==> src/rtl/ram_pair_pkg.sv <==
// Shared types and default widths for the butterfly RAM-pair scheduler.
package ram_pair_pkg;

  localparam int ADDR_W_DEF = 9;
  localparam int DATA_W_DEF = 8;

  typedef enum logic [1:0] {
    S_IDLE,
    S_HOST,
    S_SWEEP_READ,
    S_SWEEP_WRITE
  } state_e;

endpackage

==> src/rtl/ram_pair_butterfly.sv <==
// Combinational sum/difference butterfly; results wrap modulo 2^DATA_W.
module ram_pair_butterfly #(
  parameter int DATA_W = 8
) (
  input  logic [DATA_W-1:0] a,
  input  logic [DATA_W-1:0] b,
  output logic [DATA_W-1:0] sum,
  output logic [DATA_W-1:0] diff
);

  assign sum  = a + b;
  assign diff = a - b;

endmodule

==> src/rtl/ram_pair_scheduler.sv <==
// Arbitrates the shared RAM0/RAM1 buses between a butterfly sweep engine and
// a single-word host port; one host access is allowed between sweep elements.
module ram_pair_scheduler
  import ram_pair_pkg::*;
#(
  parameter int ADDR_W = ADDR_W_DEF,
  parameter int DATA_W = DATA_W_DEF
) (
  input  logic              CLOCK_50_I,
  input  logic              resetn,
  input  logic              sweep_start,
  input  logic [ADDR_W-1:0] sweep_first_addr,
  input  logic [ADDR_W-1:0] sweep_last_addr,
  output logic              sweep_busy,
  output logic              sweep_done,
  input  logic              host_req,
  input  logic              host_we,
  input  logic              host_sel,
  input  logic [ADDR_W-1:0] host_addr,
  input  logic [DATA_W-1:0] host_wdata,
  output logic              host_gnt,
  output logic              host_rvalid,
  output logic [DATA_W-1:0] host_rdata,
  output logic [ADDR_W-1:0] ram_address,
  output logic [DATA_W-1:0] ram_wdata0,
  output logic [DATA_W-1:0] ram_wdata1,
  output logic              ram_wren0,
  output logic              ram_wren1,
  input  logic [DATA_W-1:0] ram_q0,
  input  logic [DATA_W-1:0] ram_q1
);

  localparam logic [ADDR_W-1:0] ADDR_ONE = ADDR_W'(1);

  state_e              state_q, state_d;
  logic [ADDR_W-1:0]   sweep_addr_q, sweep_addr_d;
  logic [ADDR_W-1:0]   sweep_last_q, sweep_last_d;
  logic                sweep_active_q, sweep_active_d;
  logic                host_we_q, host_we_d;
  logic                host_sel_q, host_sel_d;
  logic [ADDR_W-1:0]   host_addr_q, host_addr_d;
  logic [DATA_W-1:0]   host_wdata_q, host_wdata_d;
  logic                done_q, done_d;
  logic                rd_pending_q, rd_pending_d;
  logic [DATA_W-1:0]   rdata_q, rdata_d;

  logic                decide;
  logic [DATA_W-1:0]   bf_sum, bf_diff;
  logic [DATA_W-1:0]   rd_word;

  ram_pair_butterfly #(.DATA_W(DATA_W)) u_butterfly (
    .a    (ram_q0),
    .b    (ram_q1),
    .sum  (bf_sum),
    .diff (bf_diff)
  );

  assign rd_word = host_sel_q ? ram_q1 : ram_q0;

  always_comb begin
    state_d        = state_q;
    sweep_addr_d   = sweep_addr_q;
    sweep_last_d   = sweep_last_q;
    sweep_active_d = sweep_active_q;
    host_we_d      = host_we_q;
    host_sel_d     = host_sel_q;
    host_addr_d    = host_addr_q;
    host_wdata_d   = host_wdata_q;
    done_d         = 1'b0;
    rd_pending_d   = 1'b0;
    rdata_d        = rdata_q;
    decide         = 1'b0;

    case (state_q)
      S_IDLE: begin
        if (sweep_start) begin
          sweep_addr_d = sweep_first_addr;
          sweep_last_d = sweep_last_addr;
          // An inverted range completes immediately without touching the RAMs.
          if (sweep_first_addr > sweep_last_addr) begin
            done_d = 1'b1;
          end else begin
            sweep_active_d = 1'b1;
          end
        end
        decide = 1'b1;
      end
      S_HOST: begin
        rd_pending_d = ~host_we_q;
        state_d      = sweep_active_q ? S_SWEEP_READ : S_IDLE;
      end
      S_SWEEP_READ: begin
        state_d = S_SWEEP_WRITE;
      end
      S_SWEEP_WRITE: begin
        if (sweep_addr_q == sweep_last_q) begin
          sweep_active_d = 1'b0;
          done_d         = 1'b1;
        end else begin
          sweep_addr_d = sweep_addr_q + ADDR_ONE;
        end
        decide = 1'b1;
      end
      default: state_d = S_IDLE;
    endcase

    if (decide) begin
      if (host_req) begin
        host_we_d    = host_we;
        host_sel_d   = host_sel;
        host_addr_d  = host_addr;
        host_wdata_d = host_wdata;
        state_d      = S_HOST;
      end else if (sweep_active_d) begin
        state_d = S_SWEEP_READ;
      end else begin
        state_d = S_IDLE;
      end
    end

    if (rd_pending_q) begin
      rdata_d = rd_word;
    end
  end

  always_ff @(posedge CLOCK_50_I or negedge resetn) begin
    if (!resetn) begin
      state_q        <= S_IDLE;
      sweep_addr_q   <= '0;
      sweep_last_q   <= '0;
      sweep_active_q <= 1'b0;
      host_we_q      <= 1'b0;
      host_sel_q     <= 1'b0;
      host_addr_q    <= '0;
      host_wdata_q   <= '0;
      done_q         <= 1'b0;
      rd_pending_q   <= 1'b0;
      rdata_q        <= '0;
    end else begin
      state_q        <= state_d;
      sweep_addr_q   <= sweep_addr_d;
      sweep_last_q   <= sweep_last_d;
      sweep_active_q <= sweep_active_d;
      host_we_q      <= host_we_d;
      host_sel_q     <= host_sel_d;
      host_addr_q    <= host_addr_d;
      host_wdata_q   <= host_wdata_d;
      done_q         <= done_d;
      rd_pending_q   <= rd_pending_d;
      rdata_q        <= rdata_d;
    end
  end

  always_comb begin
    ram_address = '0;
    ram_wdata0  = '0;
    ram_wdata1  = '0;
    ram_wren0   = 1'b0;
    ram_wren1   = 1'b0;
    case (state_q)
      S_HOST: begin
        ram_address = host_addr_q;
        ram_wdata0  = host_wdata_q;
        ram_wdata1  = host_wdata_q;
        ram_wren0   = host_we_q & ~host_sel_q;
        ram_wren1   = host_we_q & host_sel_q;
      end
      S_SWEEP_READ: begin
        ram_address = sweep_addr_q;
      end
      S_SWEEP_WRITE: begin
        ram_address = sweep_addr_q;
        ram_wdata0  = bf_sum;
        ram_wdata1  = bf_diff;
        ram_wren0   = 1'b1;
        ram_wren1   = 1'b1;
      end
      default: ;
    endcase
  end

  // Read data is forwarded live while valid, then held from the register.
  assign host_rdata  = rd_pending_q ? rd_word : rdata_q;
  assign host_rvalid = rd_pending_q;
  assign host_gnt    = (state_q == S_HOST);
  assign sweep_busy  = sweep_active_q;
  assign sweep_done  = done_q;

endmodule
==> config.mk <==
export PLATFORM = sky130hd
export DESIGN_NAME = ram_pair_scheduler
export DESIGN_NICKNAME = d
export VERILOG_FILES = /design/src/rtl/ram_pair_pkg.sv /design/src/rtl/ram_pair_butterfly.sv /design/src/rtl/ram_pair_scheduler.sv
export SDC_FILE = /design/constraint.sdc
export NUM_CORES = 1
export LEC_CHECK = 0
export BUFFER_PORTS_ARGS = -buffer_cell sky130_fd_sc_hd__clkbuf_2
export CORE_MARGIN = 5
export CORE_UTILIZATION = 30
export CTS_BUF_LIST = sky130_fd_sc_hd__clkbuf_8
export CTS_CLUSTER_SIZE = 14
export DETAILED_ROUTE_END_ITERATION = 10
export PLACE_DENSITY_LB_ADDON = 0.15
export SYNTH_ARGS = -nofsm -noshare
export SYNTH_HDL_FRONTEND = slang
export SYNTH_SLANG_ARGS = --single-unit
==> constraint.sdc <==
create_clock -name CLOCK_50_I -period 4.8 [get_ports CLOCK_50_I]
set_input_delay 0.96 -clock CLOCK_50_I [delete_from_list [all_inputs] [get_ports CLOCK_50_I]]
set_output_delay 0.96 -clock CLOCK_50_I [all_outputs]
set_load 0.01 [all_outputs]
==> metrics <==
Peak VDD IR=around 0.22 mV; Worst Clk Skew=~0.006 ns; clk slew on worst S/H paths=0.10 ns; worst skew pair latency=0.32 ns; number of global-route vias before repair=between 3,000 and 4,000; largest fanout on the critical path=3; GRT overflow=0; CP Class=input pin to output pin; maximum level of the CTS H-tree=2; sequential area share after synthesis=a little over a third; DRT iter0 DRCs=roughly 130; WP data arrival=2.84 ns; Post-CTS Setup Repair Bufs=0; status=completed; YS warnings=0; CTS Root Cell=clkbuf_8; hold slack=0.484 ns; number of diodes=0; CP Cell Sequence=clkbuf_2 -> inv_1 -> ha_1 -> inv_1 -> fa_1 -> a21o_1 -> a21oi_1 -> nor2_1 -> or4_1 -> nand3_1 -> clkbuf_2; Rows=39; reg2reg start=state_q[0]$_DFFE_PN0P_; Fin. Hold Viols=0; Max Cap Viol=0; gr usage total=around 14%; most frequent cells in the layout=clkbuf_2, dfrtp_1, nor2_1; dpl cells=618; WP buf/inv=4; DRC Markers=0; IO Count=96; Distinct cells, synth=50; syn_nets=488; crit share post-route=79.3%; Die Span X=119 µm; initial antenna violation count=0; RSZ-0062 raised after global routing=no; first-pass GRT wire length=15,900 µm; Synth Flop Type=dfrtp_1; RePlAce Congestion=0.836; area delta synth->final=19.6%; Pwr Density=552 nW/µm²; Die H=roughly 120 µm; Vias=approximately 3,100; layout cells sized above 1=24.2%; setup TNS=0 ns; #FFs+latches synth=50; commonest non-fill, non-tap cell in the layout=clkbuf_2; CTS sink count=50; CP startpoint kind=input pin; minimum clock period after layout=between 3 and 4 ns; Critical Path RT=between 3 and 4 ns; Achievable Freq=0.263 GHz; Routed WL per cell=15.5 µm; EDFF count, synth=0; nets=570; Leakage=2.05 nW; Largest delay share family, worst path=simple AND/OR/NAND/NOR gates; synthesized area=around 3600 µm²; Max Root-Sink Buffers=2; Final HPWL DP=7650 µm; worst reg2reg path endpoint=sweep_addr_q[7]$_DFFE_PN0P_; Gates resized, CTS repair=0; final setup vio count=0; die area=around 14,000 µm²; crit end category=output pin; drt total wl=between 9000 and 10,000 µm; Hold/Removal Path Class=input pin to async pin; CTS Hold Bufs=0; Worst Tran Pin Value=roughly 1.1 ns; first drt pass iteration count=6; FF-to-FF path depth=7; largest net degree at the start of global routing=43; post-route ant nets=0; critical path's slowest cell=fa_1; Max Transition Viols Final=0; syn_area_per_cell=slightly below 9 µm²; r2r setup slk=~2.0 ns; cell count after synthesis=400; vias per std cell=about 5.0; Slew headroom=27.8%; Starting Density=just over 30%; max incr delay on CP=roughly 0.40 ns; total CTS buffers=5; asr flop ratio synth=100%; fin cells=between 600 and 700; core area=about 12,000 µm²; CTS tree=done; Port Buffer Count=95
==> worst reg2reg max path, cell delays in order (launching register included) <==
cell and delay (ns):
dfrtp_1 0.43, inv_1 0.12, ha_1 0.53, nand2_1 0.61
o21ai_1 0.38, o31a_1 0.37, nor2_1 0.07, a211oi_1 0.17
==> flip-flops by register name, indices dropped and copies added, names as in the netlist, 2 cells and up <==
signal / flops
state_q: 2
rdata_q: 8
host_wdata_q: 8
sweep_addr_q: 9
sweep_last_q: 9
host_addr_q: 9
==> power by group <==
| group | internal, mW | switching (mW) | total (mW) |
|---|---|---|---|
| clock network | 0.155 | 0.162 | 0.318 |
| registers | 0.623 | 0.211 | 0.834 |
| logic | 0.524 | 0.673 | 1.20 |
==> per-layer routing <==
metal  track usage [%]  vias up  wire (µm)
li1                  -     1571          -
met4              3.84        0        113
met2              21.8       74       4310
met5                 0        -          0
met3              3.27        9        503
met1              19.1     1480       4770
==> stage by stage <==
step	setup WS (ns)	area [µm²]	power, mW	utilization, %
after global placement	0.998	4140	2.04	35.9
after global routing	0.825	4250	2.56	36.9
after floorplan	1.32	3560	1.64	-
after detailed placement	1.01	4140	2.06	35.9
after CTS	0.996	4250	2.39	36.9
final	0.996	4250	2.35	36.9
==> layout make-up <==
type	instances	area [µm²]
clock buffers	5	68.8
multi-input cells	301	2120
repair buffers	97	490
inverters	27	101
fillers	1189	7260
well taps	143	179
flip-flops and latches	50	1250
clock inverters	3	45.0
==> synthesized netlist by cell type (12+ instances only) <==
library cell | n | area (µm²)
ha_1 | 29 | 363
nand2_1 | 34 | 128
o21ai_1 | 18 | 90.1
dfrtp_1 | 50 | 1250
inv_1 | 26 | 97.6
o21ai_0 | 15 | 75.1
nor3_1 | 12 | 60.1
a21oi_1 | 21 | 105
clkbuf_1 | 16 | 60.1
mux2_1 | 15 | 169
nor2_1 | 35 | 131
a22oi_1 | 15 | 113
==> worst max path at each step <==
stage	startpoint	endpoint	cells past startpoint
2_1_floorplan	ram_q0[0]	ram_wdata1[6]	9
3_3_place_gp	ram_q0[0]	ram_wdata1[6]	11
3_5_place_dp	ram_q0[0]	ram_wdata1[6]	11
4_1_cts	ram_q0[0]	ram_wdata1[6]	11
5_1_grt	ram_q0[0]	ram_wdata1[6]	11
6_report	ram_q0[0]	ram_wdata1[6]	11
==> logic make-up (layout without fill, tap and decap cells) <==
logic type                 after synthesis  in the layout  synth area share, %
and+or+nand+nor                        118            118                 15.3
DFF                                     50             50                 35.2
buffers and inverters                   49            132                 5.38
muxes                                   31             31                 9.46
xor gates and xnor gates                15             15                 3.69
adders and majority gates               31             31                 11.3
AOI/OAI and AO/OA                      106            106                 19.6
(Power assumes the default switching activity.)
